[config.mk]
export PLATFORM = sky130hd
export DESIGN_NAME = frame_writer_flat
export DESIGN_NICKNAME = d
export VERILOG_FILES = /design/src/rtl/mcb_pkg.sv /design/src/rtl/frame_writer_if.sv /design/src/rtl/frame_writer_pixel_packer.sv /design/src/rtl/frame_writer.sv /design/src/flat_wrapper.sv
export SDC_FILE = /design/constraint.sdc
export NUM_CORES = 1
export LEC_CHECK = 0
export BUFFER_PORTS_ARGS = -buffer_cell sky130_fd_sc_hd__buf_2
export CAP_MARGIN = 10
export CORE_MARGIN = 2
export CORE_UTILIZATION = 30
export DETAILED_ROUTE_END_ITERATION = 8
export GPL_ROUTABILITY_DRIVEN = 0
export PLACE_DENSITY_LB_ADDON = 0.3
export SYNTH_ARGS = -nofsm -noshare
export SYNTH_HDL_FRONTEND = slang
export SYNTH_SLANG_ARGS = --single-unit
[constraint.sdc]
create_clock -name clk -period 6.7 [get_ports clk]
set_input_delay 0.67 -clock clk [delete_from_list [all_inputs] [get_ports clk]]
set_output_delay 0.67 -clock clk [all_outputs]
set_load 0.005 [all_outputs]
[src/rtl/mcb_pkg.sv]
// Shared MCB definitions: instruction encodings, mask polarity, frame-writer FSM states.
package mcb_pkg;

  localparam logic [2:0] MCB_WR = 3'b000;
  localparam logic [2:0] MCB_RD = 3'b001;

  // A set mask bit tells the MCB to leave that byte untouched.
  localparam logic MASK_SKIP = 1'b1;

  typedef enum logic [1:0] {
    WAIT_CAL,
    FILL,
    CMD,
    DONE
  } fw_state_t;

  // Mask for a word whose last filled byte lane is idx; the lanes above it are skipped.
  function automatic logic [3:0] tail_mask(input logic [1:0] idx);
    logic [3:0] m;
    m = 4'(4'b1110 << idx);
    return MASK_SKIP ? m : ~m;
  endfunction

endpackage

[src/rtl/frame_writer_if.sv]
// Pixel stream plus MCB port-0 command/write signals seen by the frame writer.
interface frame_writer_if;

  logic        pix_valid;
  logic [7:0]  pix_data;
  logic        pix_last;
  logic        pix_ready;

  logic        p0_cmd_en;
  logic [2:0]  p0_cmd_instr;
  logic [5:0]  p0_cmd_bl;
  logic [29:0] p0_cmd_byte_addr;
  logic        p0_cmd_full;

  logic        p0_wr_en;
  logic [31:0] p0_wr_data;
  logic [3:0]  p0_wr_mask;
  logic        p0_wr_full;

  // Frame-writer side.
  modport master (
    input  pix_valid, pix_data, pix_last, p0_cmd_full, p0_wr_full,
    output pix_ready, p0_cmd_en, p0_cmd_instr, p0_cmd_bl, p0_cmd_byte_addr,
    output p0_wr_en, p0_wr_data, p0_wr_mask
  );

  // Pixel source / memory controller side.
  modport slave (
    output pix_valid, pix_data, pix_last, p0_cmd_full, p0_wr_full,
    input  pix_ready, p0_cmd_en, p0_cmd_instr, p0_cmd_bl, p0_cmd_byte_addr,
    input  p0_wr_en, p0_wr_data, p0_wr_mask
  );

endinterface

[src/rtl/frame_writer_pixel_packer.sv]
// Packs accepted 8-bit pixels little-endian into 32-bit words; a last pixel
// closes the word early with the unfilled lanes zeroed and masked.
module pixel_packer
  import mcb_pkg::*;
(
  input  logic        clk,
  input  logic        reset,
  input  logic        accept,
  input  logic [7:0]  pix,
  input  logic        last,
  output logic        word_end,
  output logic        word_valid,
  output logic [31:0] word_data,
  output logic [3:0]  word_mask,
  output logic        word_last
);

  logic [1:0]  idx;
  logic [31:0] acc;
  logic [31:0] acc_next;

  assign word_end = accept && (last || idx == 2'd3);

  // Drop the incoming pixel into its byte lane of the word under construction.
  always_comb begin
    acc_next = acc;
    acc_next[{idx, 3'b000} +: 8] = pix;
  end

  // Accumulate lanes; emit the finished word one cycle after its closing pixel.
  always_ff @(posedge clk) begin
    if (!reset) begin
      idx        <= 2'd0;
      acc        <= 32'd0;
      word_valid <= 1'b0;
      word_data  <= 32'd0;
      word_mask  <= 4'd0;
      word_last  <= 1'b0;
    end else begin
      word_valid <= word_end;
      word_last  <= word_end && last;
      if (accept) begin
        if (word_end) begin
          word_data <= acc_next;
          word_mask <= tail_mask(idx);
          acc       <= 32'd0;
          idx       <= 2'd0;
        end else begin
          acc <= acc_next;
          idx <= idx + 2'd1;
        end
      end
    end
  end

endmodule

[src/rtl/frame_writer.sv]
// Feeds the Mandelbrot pixel stream into MCB port 0: packs words, pushes them
// into the write FIFO and issues one write command per burst, wrapping the
// frame address at end of frame.
module frame_writer
  import mcb_pkg::*;
#(
  parameter int          BURST_WORDS = 16,
  parameter int          FRAME_WORDS = 76800,
  parameter logic [29:0] BASE_ADDR   = 30'h0
) (
  input  logic           clk,
  input  logic           reset,
  input  logic           calib_done,
  frame_writer_if.master bus,
  output logic           frame_done
);

  localparam int FW_W = $clog2(FRAME_WORDS + 1);

  fw_state_t       state;
  fw_state_t       state_next;
  logic [6:0]      burst_cnt;
  logic [FW_W-1:0] frame_word_cnt;
  logic [FW_W-1:0] frame_word_inc;
  logic [29:0]     burst_addr;
  logic            ended_q;
  logic            ended;
  logic            burst_full;
  logic            count_end;
  logic            accept;
  logic            issue;

  logic            word_end;
  logic            word_valid;
  logic            word_last;
  logic [31:0]     word_data;
  logic [3:0]      word_mask;

  // Once the frame's final pixel is in, nothing more is taken until DONE.
  assign bus.pix_ready = reset && (state == FILL) && !bus.p0_wr_full && !ended_q;
  assign accept        = bus.pix_valid && bus.pix_ready;

  assign frame_word_inc = frame_word_cnt + 1'b1;
  assign count_end      = (frame_word_inc == FW_W'(FRAME_WORDS));
  assign burst_full     = ((burst_cnt + 7'd1) == 7'(BURST_WORDS));
  // A word closed by pix_last is still in the packer output register on the first CMD cycle.
  assign ended          = ended_q || (word_valid && word_last);

  assign bus.p0_cmd_instr = MCB_WR;
  assign bus.p0_wr_en     = word_valid;
  assign bus.p0_wr_data   = word_data;
  assign bus.p0_wr_mask   = word_mask;

  pixel_packer u_packer (
    .clk        (clk),
    .reset      (reset),
    .accept     (accept),
    .pix        (bus.pix_data),
    .last       (bus.pix_last),
    .word_end   (word_end),
    .word_valid (word_valid),
    .word_data  (word_data),
    .word_mask  (word_mask),
    .word_last  (word_last)
  );

  // FSM state register.
  always_ff @(posedge clk) begin
    if (!reset) state <= WAIT_CAL;
    else        state <= state_next;
  end

  // Next state; a burst closes when it is full or the frame ends, whichever comes first.
  always_comb begin
    state_next = state;
    issue      = 1'b0;
    case (state)
      WAIT_CAL: if (calib_done) state_next = FILL;
      FILL: begin
        if (word_end && (burst_full || bus.pix_last || count_end)) state_next = CMD;
      end
      CMD: begin
        if (!bus.p0_cmd_full) begin
          issue      = 1'b1;
          state_next = ended ? DONE : FILL;
        end
      end
      DONE:     state_next = FILL;
      default:  state_next = WAIT_CAL;
    endcase
  end

  // Counters, burst address and registered command/frame outputs.
  always_ff @(posedge clk) begin
    if (!reset) begin
      burst_cnt            <= 7'd0;
      frame_word_cnt       <= '0;
      burst_addr           <= BASE_ADDR;
      ended_q              <= 1'b0;
      frame_done           <= 1'b0;
      bus.p0_cmd_en        <= 1'b0;
      bus.p0_cmd_bl        <= 6'd0;
      bus.p0_cmd_byte_addr <= BASE_ADDR;
    end else begin
      bus.p0_cmd_en <= issue;
      frame_done    <= (state == DONE);
      if (word_end) begin
        burst_cnt      <= burst_cnt + 7'd1;
        frame_word_cnt <= frame_word_inc;
        if (count_end) ended_q <= 1'b1;
      end
      if (word_valid && word_last) ended_q <= 1'b1;
      if (issue) begin
        bus.p0_cmd_bl        <= 6'(burst_cnt - 7'd1);
        bus.p0_cmd_byte_addr <= burst_addr;
        burst_addr           <= burst_addr + 30'({burst_cnt, 2'b00});
        burst_cnt            <= 7'd0;
      end
      if (state == DONE) begin
        burst_addr     <= BASE_ADDR;
        frame_word_cnt <= '0;
        ended_q        <= 1'b0;
      end
    end
  end

endmodule

[src/flat_wrapper.sv]
// flat-port wrapper written by rule: the top's interface ports become plain ports
module frame_writer_flat import mcb_pkg::*;
#(
  parameter int          BURST_WORDS = 16,
  parameter int          FRAME_WORDS = 76800,
  parameter logic [29:0] BASE_ADDR   = 30'h0
)
  (clk, reset, calib_done, frame_done, bus_pix_valid, bus_pix_data, bus_pix_last, bus_p0_cmd_full, bus_p0_wr_full, bus_pix_ready, bus_p0_cmd_en, bus_p0_cmd_instr, bus_p0_cmd_bl, bus_p0_cmd_byte_addr, bus_p0_wr_en, bus_p0_wr_data, bus_p0_wr_mask);
  frame_writer_if bus_i ();
  input  logic clk;
  input  logic reset;
  input  logic calib_done;
  output logic frame_done;
  input wire logic [$bits(bus_i.pix_valid)-1:0] bus_pix_valid;
  input wire logic [$bits(bus_i.pix_data)-1:0] bus_pix_data;
  input wire logic [$bits(bus_i.pix_last)-1:0] bus_pix_last;
  input wire logic [$bits(bus_i.p0_cmd_full)-1:0] bus_p0_cmd_full;
  input wire logic [$bits(bus_i.p0_wr_full)-1:0] bus_p0_wr_full;
  output wire logic [$bits(bus_i.pix_ready)-1:0] bus_pix_ready;
  output wire logic [$bits(bus_i.p0_cmd_en)-1:0] bus_p0_cmd_en;
  output wire logic [$bits(bus_i.p0_cmd_instr)-1:0] bus_p0_cmd_instr;
  output wire logic [$bits(bus_i.p0_cmd_bl)-1:0] bus_p0_cmd_bl;
  output wire logic [$bits(bus_i.p0_cmd_byte_addr)-1:0] bus_p0_cmd_byte_addr;
  output wire logic [$bits(bus_i.p0_wr_en)-1:0] bus_p0_wr_en;
  output wire logic [$bits(bus_i.p0_wr_data)-1:0] bus_p0_wr_data;
  output wire logic [$bits(bus_i.p0_wr_mask)-1:0] bus_p0_wr_mask;
  assign bus_i.pix_valid = bus_pix_valid;
  assign bus_i.pix_data = bus_pix_data;
  assign bus_i.pix_last = bus_pix_last;
  assign bus_i.p0_cmd_full = bus_p0_cmd_full;
  assign bus_i.p0_wr_full = bus_p0_wr_full;
  assign bus_pix_ready = bus_i.pix_ready;
  assign bus_p0_cmd_en = bus_i.p0_cmd_en;
  assign bus_p0_cmd_instr = bus_i.p0_cmd_instr;
  assign bus_p0_cmd_bl = bus_i.p0_cmd_bl;
  assign bus_p0_cmd_byte_addr = bus_i.p0_cmd_byte_addr;
  assign bus_p0_wr_en = bus_i.p0_wr_en;
  assign bus_p0_wr_data = bus_i.p0_wr_data;
  assign bus_p0_wr_mask = bus_i.p0_wr_mask;
  frame_writer #(.BURST_WORDS(BURST_WORDS), .FRAME_WORDS(FRAME_WORDS), .BASE_ADDR(BASE_ADDR)) u_core (.clk(clk), .reset(reset), .calib_done(calib_done), .bus(bus_i), .frame_done(frame_done));
endmodule
==> out/results.ini, run 1 <==
[clock_network]
ctsResizeCount = 0
clk_slew_on_worst_s_h_paths_ns = 0.06
cts.repair_timing.setup_buffer_count = 0
cts.htree.levels = 4
clock-sinks = 162
clkLatencyLatePin_ns = 0.42
tritoncts_clock_tree = yes
cts_made_buffers = 17
holdBufCountCts = 0
clk_path_buf_depth = 2
cts-root-buf = clkbuf_16

[final_layout]
area.growth.synth_to_final_pct = 16.8
num-nets-final = 971
num_antenna_cells = 0
drive_above_1_share_pct = 14.1
final_non_filler_cell_area_sq_mm = 0.00871

[yosys]
synthDistinctLibCells = 62
yosys_warnings = 0
synth.yosys.seq_area_share_pct = 43.5
average_footprint_of_a_synthesized_cell_sq_um = 8.51
edff_count_synth = 0
synth_seq_cells = 162
async_reset_ff_share_pct = 0
gate_count_of_the_mapped_netlist = 876
post_synth_instance_area_sq_mm = 0.00746
synth_ff_type = dfxtp_1

[grt]
antenna_found_initial = 0
grt_most_used_layer = met2
grt_first_pass_wirelength_mm = 29.4
global_route.usage.met1_pct = 19.2
gr-usage-met2_pct = 21.5
grt_max_degree = 113
met3_usage_pct = 3.40
grt_pass1_vias = 5626
globalRoute.totalOverflow = 0
track_usage_pct = 13.8

[routing]
dr_total_vias = 6063
drc_marker_count_from_the_first_detailed_route_iteration = 392
post-route-drc-count = 0
drt.antenna.violating_nets = 0
total_wirelength_mm = 17.5
drt_first_pass_iters = 4
routedWlPerCell_um = 13.8
viasPerCell = 4.78

[pwr]
leakage_uw = 0.00369
pwr-share-seq_pct = 45.7
max-vdd-ir-drop_mv = 0.139
switching_power_as_a_share_of_total_power_pct = 24.9
comb_power_share_pct = 10.0
report.power.total_uw = 2220
switchingPower_uw = 553
share_clk_of_total_power_pct = 44.3
power_per_cell_area_mw_per_mm2 = 255
internal-power_uw = 1670

[sta]
fraction_of_the_cycle_the_final_worst_path_needs_pct = 52.1
timing.final.max_slew_violations = 0
totalNegativeSetupSlack_ns = 0
finalHoldViolations = 0
finalWorstPathRequiredPeriod_ns = 3.49
max_freq_mhz = 287
timing.hold.ws_ns = 0.463
finalSetupViolations = 0
final_setup_margin_ns = 3.21
worst_slew_margin_rel_pct = 35.0
fin_worst_skew_ns = 0.0120
grt_setup_unrepaired = no
worstMarginPinSlew_ns = 0.975

[worst_setup_path]
crit_fanout = 69
critPathKind = reg2reg
r2r_slack_ns = 3.21
worst_path_cell_chain = inv_1, ha_1, nand4bb_1, or3_1, inv_4, o2111ai_2, a2111oi_4, nor2_1, or3_1
data_required_time_at_the_worst_endpoint_ns = 6.99
crit_slowest_cell = or3_1
worst-endpoint-arrival_ns = 3.78
timing.reg2reg.worst_path_depth = 9
timing.critical_path.to_type = flop
crit_path_frequent_cell = or3_1
crit-reg2reg-launch = u_core.state[1]
worst_setup_path_start_kind = flop
max_stage_delay_ns = 0.75
crit-reg2reg-capture = u_core.state[1]

[floorplan]
initial_utilization_pct = 30.6
die_w_um = 162
fp-row-count = 57
dieArea_sq_mm = 0.0261
pin_count = 94
die_h_um = 162
core_region_area_sq_mm = 0.0244

[placement]
io_buffer_count = 87
place_worst_setup_slack_ns = 3.01
dp.final_hpwl_mm = 11.6
placed_cell_area_sq_mm = 0.00812

[worst_hold_path]
whs_endpoint = u_core.bus.p0_cmd_byte_addr[12]
holdCritPathClass = reg2reg
hold_path_startpoint = u_core.bus.p0_cmd_byte_addr[12]
worst_hold_depth = 2

[run]
timing.max_cap.violations = 0

[run_status]
status = complete, no violations

synthesized netlist by cell type (all sizes together), types with 3 or more instances:
master	instances	area share, %
a211oi	3	0.30
a21boi	31	3.1
a21oi	39	2.6
a221oi	8	0.94
and2	30	2.5
and3	18	1.5
and4	3	0.35
buf	22	1.6
clkbuf	38	1.9
dfxtp	162	43
ha	20	3.4
inv	20	1.0
nand2	153	7.7
nand2b	5	0.42
nand3	14	0.94
nand4	15	1.3
nor2	69	3.5
nor2b	29	2.4
nor3	12	0.87
nor3b	10	1.0
nor4	6	0.50
nor4bb	5	0.67
o2111ai	8	1.0
o211a	29	3.9
o211ai	3	0.30
o21ai	35	2.3
or3	8	0.67
xnor2	26	3.1
xor2	20	2.3
cells by family (layout without fill, tap and decap cells):
family | Yosys count | count (layout) | share of synthesized area [%]
flip-flops | 162 | 162 | 43.5
buffers and inverters | 81 | 145 | 4.60
AO/OA/AOI/OAI | 176 | 176 | 17.1
AND/OR/NAND/NOR | 387 | 387 | 25.5
other | 1 | 6 | 0.0503
XOR/XNOR | 46 | 46 | 5.40
multiplexers | 2 | 2 | 0.269
adder cells (fa/ha/maj) | 21 | 21 | 3.62
through the flow:
| step | utilization [%] | instances |
|---|---|---|
| CTS | 35.7 | 1269 |
| detailed placement | 33.3 | 1240 |
| global placement | 33.3 | 1240 |
| global route | 35.7 | 1269 |
| finish | 35.7 | 1269 |
| floorplan | - | 881 |
cell usage in the layout (no fill, tap or decap), types with 10 or more instances in the layout:
cell type,n
dfxtp_1,162
nand4_1,15
xor2_1,20
nand3_1,14
xnor2_1,26
nor2_1,69
nor3_1,11
a21oi_1,39
a21boi_0,31
and3_1,18
buf_2,87
nor2b_1,28
o21ai_0,35
and2_1,30
nand2_1,152
nor3b_1,10
ha_1,20
inv_1,19
clkbuf_16,17
o211a_1,29
cell type report:
type / count / area [sq um]
well taps: 324 / 405
flip-flops and latches: 162 / 3240
repair buffers: 95 / 495
multi-input cells: 638 / 3890
clock inverters: 9 / 133
inverters: 21 / 81.3
clock buffers: 20 / 457
fillers: 2598 / 15700
flip-flops by register name, indices dropped and copies added, names as in the netlist, 3 cells and up:
register / flops
u_core.bus.p0_cmd_byte_addr: 28
u_core.burst_addr: 28
u_core.u_packer.acc: 32
u_core.frame_word_cnt: 17
u_core.u_packer.word_mask: 3
u_core.burst_cnt: 7
u_core.bus.p0_cmd_bl: 6
u_core.u_packer.word_data: 32
worst max-delay path, delay by kind of cell, from the launching register on:
family                     cells  cell delay (ns)
and+or+nand+nor                4             1.39
buffers and inverters          2             0.74
AOI/OAI and AO/OA              2             0.64
DFF                            1             0.35
adders and majority gates      1             0.24
power by group through the flow:
stage | logic, uW | clock network (uW) | registers, uW
4_1_cts | 227 | 1010 | 1010
6_report | 223 | 985 | 1010
3_3_place_gp | 225 | 0 | 1040
2_1_floorplan | 150 | 0 | 1030
3_5_place_dp | 226 | 0 | 1040
5_1_grt | 255 | 1060 | 1020
worst max path at each step:
stage	start	end	slack (ns)	cells after the start
floorplan	u_core.burst_cnt[0]	u_core.burst_addr[28]	4.16	9
global placement	bus_p0_wr_full	u_core.state[1]	3.11	8
detailed placement	bus_p0_wr_full	u_core.state[1]	3.01	8
CTS	u_core.state[1]	u_core.state[1]	3.19	9
global route	u_core.state[1]	u_core.state[1]	2.91	9
finish	u_core.state[1]	u_core.state[1]	3.21	9
per-layer routing:
metal	part of all wire, %	up-vias
li1	-	3116
met1	49	2799
met2	45	136
met3	4.3	12
met4	1.2	0
met5	0	-
No activity file was read; power rests on OpenSTA's default activity.
==> run 2, diff against run 1 <==
==> constraint.sdc (replaced) <==
create_clock -name clk -period 3.2 [get_ports clk]
set_input_delay 0.32 -clock clk [delete_from_list [all_inputs] [get_ports clk]]
set_output_delay 0.32 -clock clk [all_outputs]
set_load 0.005 [all_outputs]
==> run 2 against run 1 <==
Setup slack worse by 2.6 ns; global-route usage is 0.085 points lower; via count rose by 0.43%; critical endpoint is now u_core.burst_addr[28]; final cell count grew 0.87%; largest power group unchanged; sequential share of layout area is 0.41 points lower.
==> out/results.ini, run 2 (synthesized netlist as in run 1, its figures left out) <==
[floorplan]
die_w_um = 162  ; unchanged
pin_count = 94  ; unchanged
fp-row-count = 57  ; unchanged
dieArea_sq_mm = 0.0261  ; unchanged
initial_utilization_pct = 30.6  ; unchanged
die_h_um = 162  ; unchanged
core_region_area_sq_mm = 0.0244  ; unchanged

[sta]
finalWorstPathRequiredPeriod_ns = 2.55  ; -0.934 ns
fin_worst_skew_ns = 0.00798  ; -0.00404 ns
finalHoldViolations = 0  ; unchanged
finalSetupViolations = 0  ; unchanged
timing.hold.ws_ns = 0.225  ; -0.237 ns
grt_setup_unrepaired = no
fraction_of_the_cycle_the_final_worst_path_needs_pct = 79.8  ; +28 points
max_freq_mhz = 392  ; +37%
timing.final.max_slew_violations = 0  ; unchanged
worst_slew_margin_rel_pct = 36.9  ; +1.9 points
worstMarginPinSlew_ns = 0.946  ; -0.0291 ns
totalNegativeSetupSlack_ns = 0  ; unchanged

[worst_setup_path]
r2r_slack_ns = 0.65  ; -2.57 ns
critPathTopFamily = compound AO/OA/AOI/OAI gates
worst_path_cell_chain = ha_1, inv_1, fa_1, nor2b_1, o21ai_0, a21oi_1, buf_4, o211ai_1, or4_1, a21oi_1
data_required_time_at_the_worst_endpoint_ns = 3.55  ; -3.44 ns
worst_setup_path_start_kind = flop
crit_path_frequent_cell = a21oi_1
timing.critical_path.to_type = flop
critical_path_buf_inv_count = 2  ; unchanged
critPathKind = reg2reg
crit_fanout = 10  ; -86%
crit_slowest_cell = or4_1
worst-endpoint-arrival_ns = 2.90  ; -0.88 ns
max_stage_delay_ns = 0.45  ; -0.30 ns

[grt]
antenna_found_initial = 2  ; +2
grt_pass1_vias = 5551  ; -1.3%
globalRoute.totalOverflow = 0  ; unchanged
grt_first_pass_wirelength_mm = 28.9  ; -1.8%
grt_max_degree = 59  ; -48%
track_usage_pct = 13.7  ; -0.085 points

[routing]
post-route-drc-count = 0  ; unchanged
drt_first_pass_iters = 5  ; +1
total_wirelength_mm = 17.7  ; +1.1%
dr_total_vias = 6089  ; +0.43%
routedWlPerCell_um = 13.9  ; +0.28%
drt.antenna.violating_nets = 0  ; unchanged
viasPerCell = 4.76  ; -0.43%
drc_marker_count_from_the_first_detailed_route_iteration = 393  ; +0.26%

[final_layout]
filler_cell_count = 2587  ; -0.42%
num-nets-final = 982  ; +1.1%
biggest_registers_after_layout = u_core.u_packer.acc x32, u_core.u_packer.word_data x32
most-common-layout-cells = dfxtp_1 (162), nand2_1 (152), buf_2 (87), nor2_1 (69), a21oi_1 (39)
most_common_cell_after_layout_fill_and_taps_aside = dfxtp_1
multi_input_comb_area_sq_mm = 0.00389  ; unchanged
drive_above_1_share_pct = 15.1  ; +0.99 points
num_antenna_cells = 0  ; unchanged
area.growth.synth_to_final_pct = 18.1
register_area_sq_mm = 0.00324  ; unchanged

[clock_network]
cts.repair_timing.setup_buffer_count = 0  ; unchanged
clkLatencyLatePin_ns = 0.42  ; about the same
clk_slew_on_worst_s_h_paths_ns = 0.06  ; about the same
tritoncts_clock_tree = yes
clk_path_buf_depth = 2  ; unchanged
cts.htree.levels = 4  ; unchanged
cts_made_buffers = 17  ; unchanged
clock-sinks = 162  ; unchanged
ctsResizeCount = 0  ; unchanged
cts-root-buf = clkbuf_16
holdBufCountCts = 0  ; unchanged

[placement]
io_buffer_count = 87  ; unchanged
dp.final_hpwl_mm = 12.3  ; +5.4%

[pwr]
max-vdd-ir-drop_mv = 0.320  ; +130%
share_clk_of_total_power_pct = 44.9  ; +0.6 points
comb_power_share_pct = 10.0  ; about the same
internal-power_uw = 3560  ; +110%
power_per_cell_area_mw_per_mm2 = 535  ; +110%
leakage_uw = 0.00375  ; +1.5%
switching_power_as_a_share_of_total_power_pct = 24.5  ; -0.42 points
pwr-share-seq_pct = 45.0  ; -0.7 points
report.power.total_uw = 4710  ; +110%
switchingPower_uw = 1150  ; +110%

[run_status]
status = complete, no violations

[run]
timing.max_cap.violations = 0  ; unchanged

[worst_hold_path]
holdCritPathClass = in2reg

==> run 2: worst paths after layout <==
| check | cells after the start | start | end |
|---|---|---|---|
| max | 10 | u_core.burst_cnt[0] | u_core.burst_addr[28] |
| min | 3 | bus_pix_valid | u_core.u_packer.idx[1] |
| max reg2reg | 10 | u_core.burst_cnt[0] | u_core.burst_addr[28] |
| min reg2reg | 2 | u_core.bus.p0_cmd_byte_addr[8] | u_core.bus.p0_cmd_byte_addr[8] |
==> run 2: power by group through the flow <==
stage                     clock network [uW]  logic (uW)  registers [uW]
final                                   2120         472            2120
after global routing                    2280         541            2130
after CTS                               2180         484            2120
after detailed placement                   0         482            2170
after global placement                     0         480            2160
after floorplan                            0         313            2160
==> run 2: per-layer routing <==
metal / vias up / GRT usage, % / part of all wire (%)
met2: 133 / 22.2 / 45
met1: 2799 / 18.0 / 48
met5: - / 0 / 0.11
li1: 3137 / - / -
met4: 4 / 3.50 / 0.79
met3: 16 / 4.14 / 5.6
==> run 2: tightest hold or removal path: stages <==
cell and delay [ns]:
buf_2 0.13, nand4_1 0.07, a21boi_0 0.07
==> run 2: cell type report <==
class | instances | share of cell area (%)
tap | 324 | 4.60
timing repair buffer | 106 | 6.57
inverter | 21 | 0.924
multi-input combinational | 638 | 44.2
clock inverter | 10 | 1.83
sequential | 162 | 36.8
clock buffer | 19 | 5.03
==> run 2: per-stage QoR <==
step	cells	instance area, sq um	util (%)	worst slack [ns]
after floorplan	881	7470	-	0.661
after global placement	1251	8200	33.6	0.739
after detailed placement	1251	8200	33.6	0.686
after CTS	1280	8800	36.1	0.657
after global routing	1280	8800	36.1	0.390
final	1280	8800	36.1	0.646
